File: config.mk
export PLATFORM = sky130hd
export DESIGN_NAME = execute_sequencer
export DESIGN_NICKNAME = d
export VERILOG_FILES = /design/src/rtl/execute_sequencer.sv
export SDC_FILE = /design/constraint.sdc
export NUM_CORES = 1
export LEC_CHECK = 0
export ABC_AREA = 1
export CAP_MARGIN = 10
export CORE_AREA = 4 4 128 130
export DETAILED_ROUTE_END_ITERATION = 10
export DIE_AREA = 0 0 132 134
export PLACE_DENSITY = 0.82
export SETUP_SLACK_MARGIN = 0.5
export SYNTH_ARGS = -nofsm -noshare
export SYNTH_HDL_FRONTEND = slang
export SYNTH_SLANG_ARGS = --single-unit
export TNS_END_PERCENT = 20
File: constraint.sdc
create_clock -name clk -period 2.1 [get_ports clk]
set_input_delay 0.42 -clock clk [delete_from_list [all_inputs] [get_ports clk]]
set_output_delay 0.42 -clock clk [all_outputs]
set_load 0.01 [all_outputs]
File: src/rtl/execute_sequencer.sv
// execute_sequencer
// Sequences the execute stage between decode and memory. One instruction is
// accepted at a time. The executor is enabled for one cycle (ALU/branch) or for
// MUL_LATENCY/DIV_LATENCY cycles (MUL/DIV). The result is captured into a
// one-entry buffer and presented to the memory stage. A taken jump raises a
// one-cycle redirect/flush to the front end.
//
// Ports:
//   clk, reset            clock, synchronous active-high reset
//   dec_valid/dec_ready   decode handshake; dec_op_class, dec_rd describe the op
//   ex_enable             executor enable
//   ex_done/ex_result     executor result valid / data
//   ex_jump/ex_target     taken jump and its target (sampled on capture only)
//   mem_valid/mem_ready   output buffer handshake; mem_result, mem_rd payload
//   redirect_valid/_pc    one-cycle fetch redirect; flush_front mirrors it
//   busy                  sequencer not idle
module execute_sequencer #(
    parameter int XLEN        = 64,
    parameter int MUL_LATENCY = 3,
    parameter int DIV_LATENCY = 33
) (
    input  logic            clk,
    input  logic            reset,
    input  logic            dec_valid,
    output logic            dec_ready,
    input  logic [1:0]      dec_op_class,
    input  logic [4:0]      dec_rd,
    output logic            ex_enable,
    input  logic            ex_done,
    input  logic [XLEN-1:0] ex_result,
    input  logic            ex_jump,
    input  logic [XLEN-1:0] ex_target,
    output logic            mem_valid,
    input  logic            mem_ready,
    output logic [XLEN-1:0] mem_result,
    output logic [4:0]      mem_rd,
    output logic            redirect_valid,
    output logic [XLEN-1:0] redirect_pc,
    output logic            flush_front,
    output logic            busy
);

    localparam int MAX_LAT = (MUL_LATENCY > DIV_LATENCY) ? MUL_LATENCY : DIV_LATENCY;
    localparam int CW      = $clog2(MAX_LAT + 1);

    typedef enum logic [1:0] {IDLE, EXEC, MULTI, HOLD} state_t;

    state_t        state, state_next;
    logic [CW-1:0] cnt, cnt_next;
    logic [4:0]    tag;
    logic          accept;
    logic          capture;

    // No accept while a redirect is live: decode output in that cycle is wrong-path.
    assign dec_ready = ((state == IDLE) | ((state == HOLD) & mem_ready))
                       & ~redirect_valid & ~reset;
    assign accept    = dec_valid & dec_ready;

    assign mem_valid   = (state == HOLD);
    assign busy        = (state != IDLE);
    assign flush_front = redirect_valid;

    always_ff @(posedge clk) begin
        if (reset) begin
            state <= IDLE;
            cnt   <= '0;
        end else begin
            state <= state_next;
            cnt   <= cnt_next;
        end
    end

    always_comb begin
        state_next = state;
        cnt_next   = cnt;
        capture    = 1'b0;
        ex_enable  = 1'b0;
        case (state)
            IDLE: ;
            EXEC: begin
                ex_enable = 1'b1;
                if (ex_done) begin
                    capture    = 1'b1;
                    state_next = HOLD;
                end
            end
            MULTI: begin
                ex_enable = 1'b1;
                if (cnt != '0) begin
                    cnt_next = cnt - CW'(1);
                end else if (ex_done) begin
                    capture    = 1'b1;
                    state_next = HOLD;
                end
            end
            HOLD: begin
                if (mem_ready) state_next = IDLE;
            end
            default: state_next = IDLE;
        endcase
        // Accept overrides the HOLD->IDLE drain so back-to-back ops skip IDLE.
        if (accept) begin
            if (!dec_op_class[1]) begin
                state_next = EXEC;
            end else begin
                state_next = MULTI;
                cnt_next   = dec_op_class[0] ? CW'(DIV_LATENCY - 1) : CW'(MUL_LATENCY - 1);
            end
        end
    end

    // Tag is separate from mem_rd: a back-to-back accept overwrites the tag
    // while the buffer still presents the previous instruction.
    always_ff @(posedge clk) begin
        if (reset) begin
            tag            <= '0;
            mem_result     <= '0;
            mem_rd         <= '0;
            redirect_valid <= 1'b0;
            redirect_pc    <= '0;
        end else begin
            if (accept) tag <= dec_rd;
            if (capture) begin
                mem_result <= ex_result;
                mem_rd     <= tag;
            end
            redirect_valid <= capture & ex_jump;
            if (capture & ex_jump) redirect_pc <= ex_target;
        end
    end

endmodule

Yosys cells after proc, flatten, opt, wreduce, memory -nomap -nowiden --
Index checks and enable logic that the tools add are counted.
Storage, ports and cells: register bits after elaboration 147, output and inout bits 139, logic and storage cells 42, bits of input ports 141
Cells by class: reduce and logical (&&, ||, !) cells 6, equality and inequality tests 5, $add $sub $neg 1, mux-type cells 15, bitwise operators 8
Operators with widths (count):
- $mux 6 | 5
- $mux 2 | 5
- $pmux 2 s3 | 1
- $reduce_bool 6->1 | 1
- $sub 6x1->6 const B | 1
- $and 1x1->1 | 5
- $eq 2x2->1 const B | 2
- $reduce_bool 4->1 | 1
- $mux 1 | 3
- $ne 3x1->1 const B | 1
- $ne 3x3->1 const B | 1
- $reduce_and 3->1 | 1
- $eq 2x1->1 const B | 1
- $logic_not 2->1 | 1
- $not 1->1 | 2
- $pmux 1 s2 | 1
- $reduce_bool 2->1 | 1
- $reduce_or 2->1 | 1
- $or 1x1->1 | 1

Logic depth before layout (Yosys ltp) --
depth in word-level cells 8, depth in mapped cells 10, mapped depth without buffers 10

Worst setup path before layout --
OpenSTA, ideal clock, no wires.
kind flip-flop to flip-flop, start reg state[0], end reg redirect_pc[54], path buffers 2, data required time 1.990 ns, period minus slack after synthesis 1.709 ns, stages on the path, launching flop included 10, library setup time 0.110 ns, path slack 0.391 ns, arrival 1.599 ns, cells stage by stage dfxtp_1 -> inv_1 -> ha_1 -> nand2_1 -> inv_1 -> clkbuf_1 -> buf_2 -> nand4_1 -> nand2_1 -> nor2_1
On the way: word-level cells in the longest chain between the ends 3, elaborated cells between the ends (all ways) 4, those cells by class eq/ne (2); mux (1); bitwise (1)
Ends and longest elaborated chain:
- start: declaration | line 48 | state_t state, state_next;
- start signal: assignment | line 68 | state <= state_next;
- $eq 2x2->1 / $eq 2x1->1 (equally long branches) | line 78 | case (state)
- $pmux 1 s2 * | line 78
- $and 1x1->1 * | line 128 | if (capture & ex_jump) redirect_pc <= ex_target;
- end signal: assignment | line 128
- end: declaration | line 38 | output logic [XLEN-1:0] redirect_pc,
Every way passes the cells marked *; elsewhere a longest branch is shown, timed or not. A chain may end at the register's enable or synchronous reset.

Worst setup path in the final report --
start reg mem_result[26], end out mem_result[26]
RTL lines:
- start: declaration | line 35 | output logic [XLEN-1:0] mem_result,
- start signal: assignment | line 124 | mem_result <= ex_result;
No word-level cell between the ends.

==> out/qor.csv <==
metric,value,unit
crit_type,reg -> out,
worstPathRequired,1.68,ns
finalCritPeriodShare,83.9,%
cts_sinks,147,
p_per_area,1190,nW/µm²
setup_slack,0.339,ns
synthesis.nets,1105,
worst_pin_slew,0.333,ns
syn_area,6460,µm²
setup_violations,0,
wl_per_cell,15.9,µm
final_common_cell,clkdlybuf4s50_1,
io_buffers,279,
grt_usage,22.9,%
fp.dieW,132,µm
ys_types,26,
p_leak,4.87,nW
crit_path_end_kind,output port,
routed_via_density,4.80,
startpoint_type,flop,
dr.pass1.iters,5,
grt_pass1_vias,6382,
num_rows,45,
dieArea,17700,µm²
dp_slack,-0.0231,ns
start_util,42.7,%
htree_levels,4,
status,completed,
syn_avg_cell_area,6.74,µm²
syn_inst,959,
rsz0062_at_grt,true,
slowest_delay,0.59,ns
grt_first_pass_wirelength,32.5,mm
fp.coreArea,15100,µm²
ir_worst_vdd,0.000914,V
worst-path-buf-inv,1,
ioPinCount,280,
finalCriticalPeriod,1.76,ns
critical-path-top-delay-family,buffers and inverters,
wl,23.1,mm
path_cells,clkdlybuf4s50_1,
layout_common_cells,"clkdlybuf4s50_1 (272), nor2_1 (191), inv_1 (175), dfxtp_1 (143), nand2_1 (113)",
ctsHoldBuffers,0,
drive_gt1_share,16.3,%
yosysSeqAreaShare,45.5,%
cap_violations,0,
stdcell_area,11200,µm²
cts_buffers,17,
postPlaceCellArea,9410,µm²
gp_congestion,0.811,
ant_nets,0,
clkTransAtPathRegs,0.06,ns
antenna_cells,0,
post-dp-hpwl,13.5,mm
final_nets,1404,
cts_tree,built,
vias,7004,
critPathSlowestCell,clkdlybuf4s50_1,
clock.fmax,568,MHz
drv_slew,0,
fp.dieH,134,µm
relSlewSlack,77.8,%
hp-class,reg -> reg,
worstPathArrival,1.34,ns
drc,0,
grt-ovfl-total,0,
drt_iter0_drc,430,
antenna_found_initial,0,
path_max_fanout,2,
skew,0.00817,ns
ys_seq_elements,147,
area_growth,73.4,%
cts_root_buf,clkbuf_16,
yosysWarnings,0,
final_hold_viol_count,0,
cts.path.max_buffers,2,
grt_max_degree,58,
clock_latency,0.42,ns
-- routing by layer --
metal	routed length, µm	up-vias	global-route usage (%)
met5	0	-	0
met4	808	0	11.1
met3	1300	57	4.95
met2	11900	247	39.7
met1	9060	3207	26.9
li1	-	3493	-
-- cells in the mapped netlist --
library cell / instances / area (µm²)
buf_2: 19 / 95.1
clkbuf_2: 1 / 5.00
nand2_1: 156 / 586
buf_1: 11 / 41.3
clkbuf_1: 18 / 67.6
clkinv_2: 1 / 5.00
clkinv_1: 1 / 3.75
a21oi_1: 5 / 25.0
o21ai_1: 10 / 50.1
nand2_2: 1 / 6.26
xor2_1: 2 / 17.5
nor3_1: 1 / 5.00
nand3_1: 17 / 85.1
nand3_2: 1 / 10.0
buf_6: 9 / 101
nand4_1: 67 / 419
nand2_4: 1 / 11.3
o21ai_0: 61 / 305
dfxtp_1: 147 / 2940
ha_1: 5 / 62.6
buf_4: 2 / 15.0
nor2_4: 1 / 11.3
nor2_1: 214 / 803
inv_2: 1 / 3.75
inv_1: 205 / 769
nand3b_1: 2 / 15.0
-- worst register-to-register path: stages, from the launching register on --
cell	delay, ns
dfxtp_4	0.36
inv_4	0.08
ha_4	0.13
nand4_1	0.16
nand2_4	0.17
buf_12	0.13
nand3_4	0.07
buf_12	0.17
buf_8	0.15
nand2_1	0.07
inv_1	0.05
nor2_1	0.11
-- power breakdown --
part	switching (mW)	total, mW	internal, mW
registers	0.333	3.71	3.38
clock network	1.18	3.33	2.15
logic	3.17	6.34	3.17
-- state kept, by name, summed over array words and instances (netlist names) --
signal       cells
tag              5
cnt              6
mem_result      64
state            2
mem_rd           5
flush_front      1
redirect_pc     64
-- layout make-up --
| class | count | area [µm²] |
|---|---|---|
| sequential | 147 | 2950 |
| clock buffer | 24 | 502 |
| timing repair inverter | 1 | 8.76 |
| tap | 188 | 235 |
| multi-input combinational | 545 | 2830 |
| inverter | 208 | 812 |
| fill | 1075 | 3940 |
| timing repair buffer | 338 | 3720 |
| clock inverter | 7 | 145 |
-- worst paths after layout --
kind / to / depth (start not counted) / slack, ns / startpoint
worst max register to register: redirect_pc[40] / 11 / 0.37 / state[0]
worst min-delay path: tag[1] / 2 / 0.46 / tag[1]
worst min register to register: tag[1] / 2 / 0.46 / tag[1]
worst max-delay path: mem_result[26] / 1 / 0.34 / mem_result[26]
-- timing repair --
item,in CTS,in global routing
gates resized for setup,51,150
setup endpoints to repair,275,284
pin swaps,5,59
gates cloned,6,13
buffers inserted,9,11
-- kinds of logic after synthesis --
kind of cell	share of synthesized area, %
simple gates	30.2
buf+inv	17.1
flops	45.5
compound gates	5.89
fa+ha+maj	0.968
xor+xnor	0.271
-- per-stage QoR --
step / cells / TNS, ns / util, % / hold WS, ns / total power [mW]
after global routing: 1458 / 0 / 74.0 / 0.488 / 14.0
after floorplan: 959 / 0 / - / 0.440 / 6.14
after CTS: 1434 / 0 / 68.8 / 0.430 / 12.3
after global placement: 1388 / -0.0180 / 62.2 / 0.449 / 7.93
after detailed placement: 1388 / -0.0231 / 62.2 / 0.453 / 8.01
final: 1458 / 0 / 74.0 / 0.459 / 13.4
Note: power is estimated with default switching activity, not from simulation.
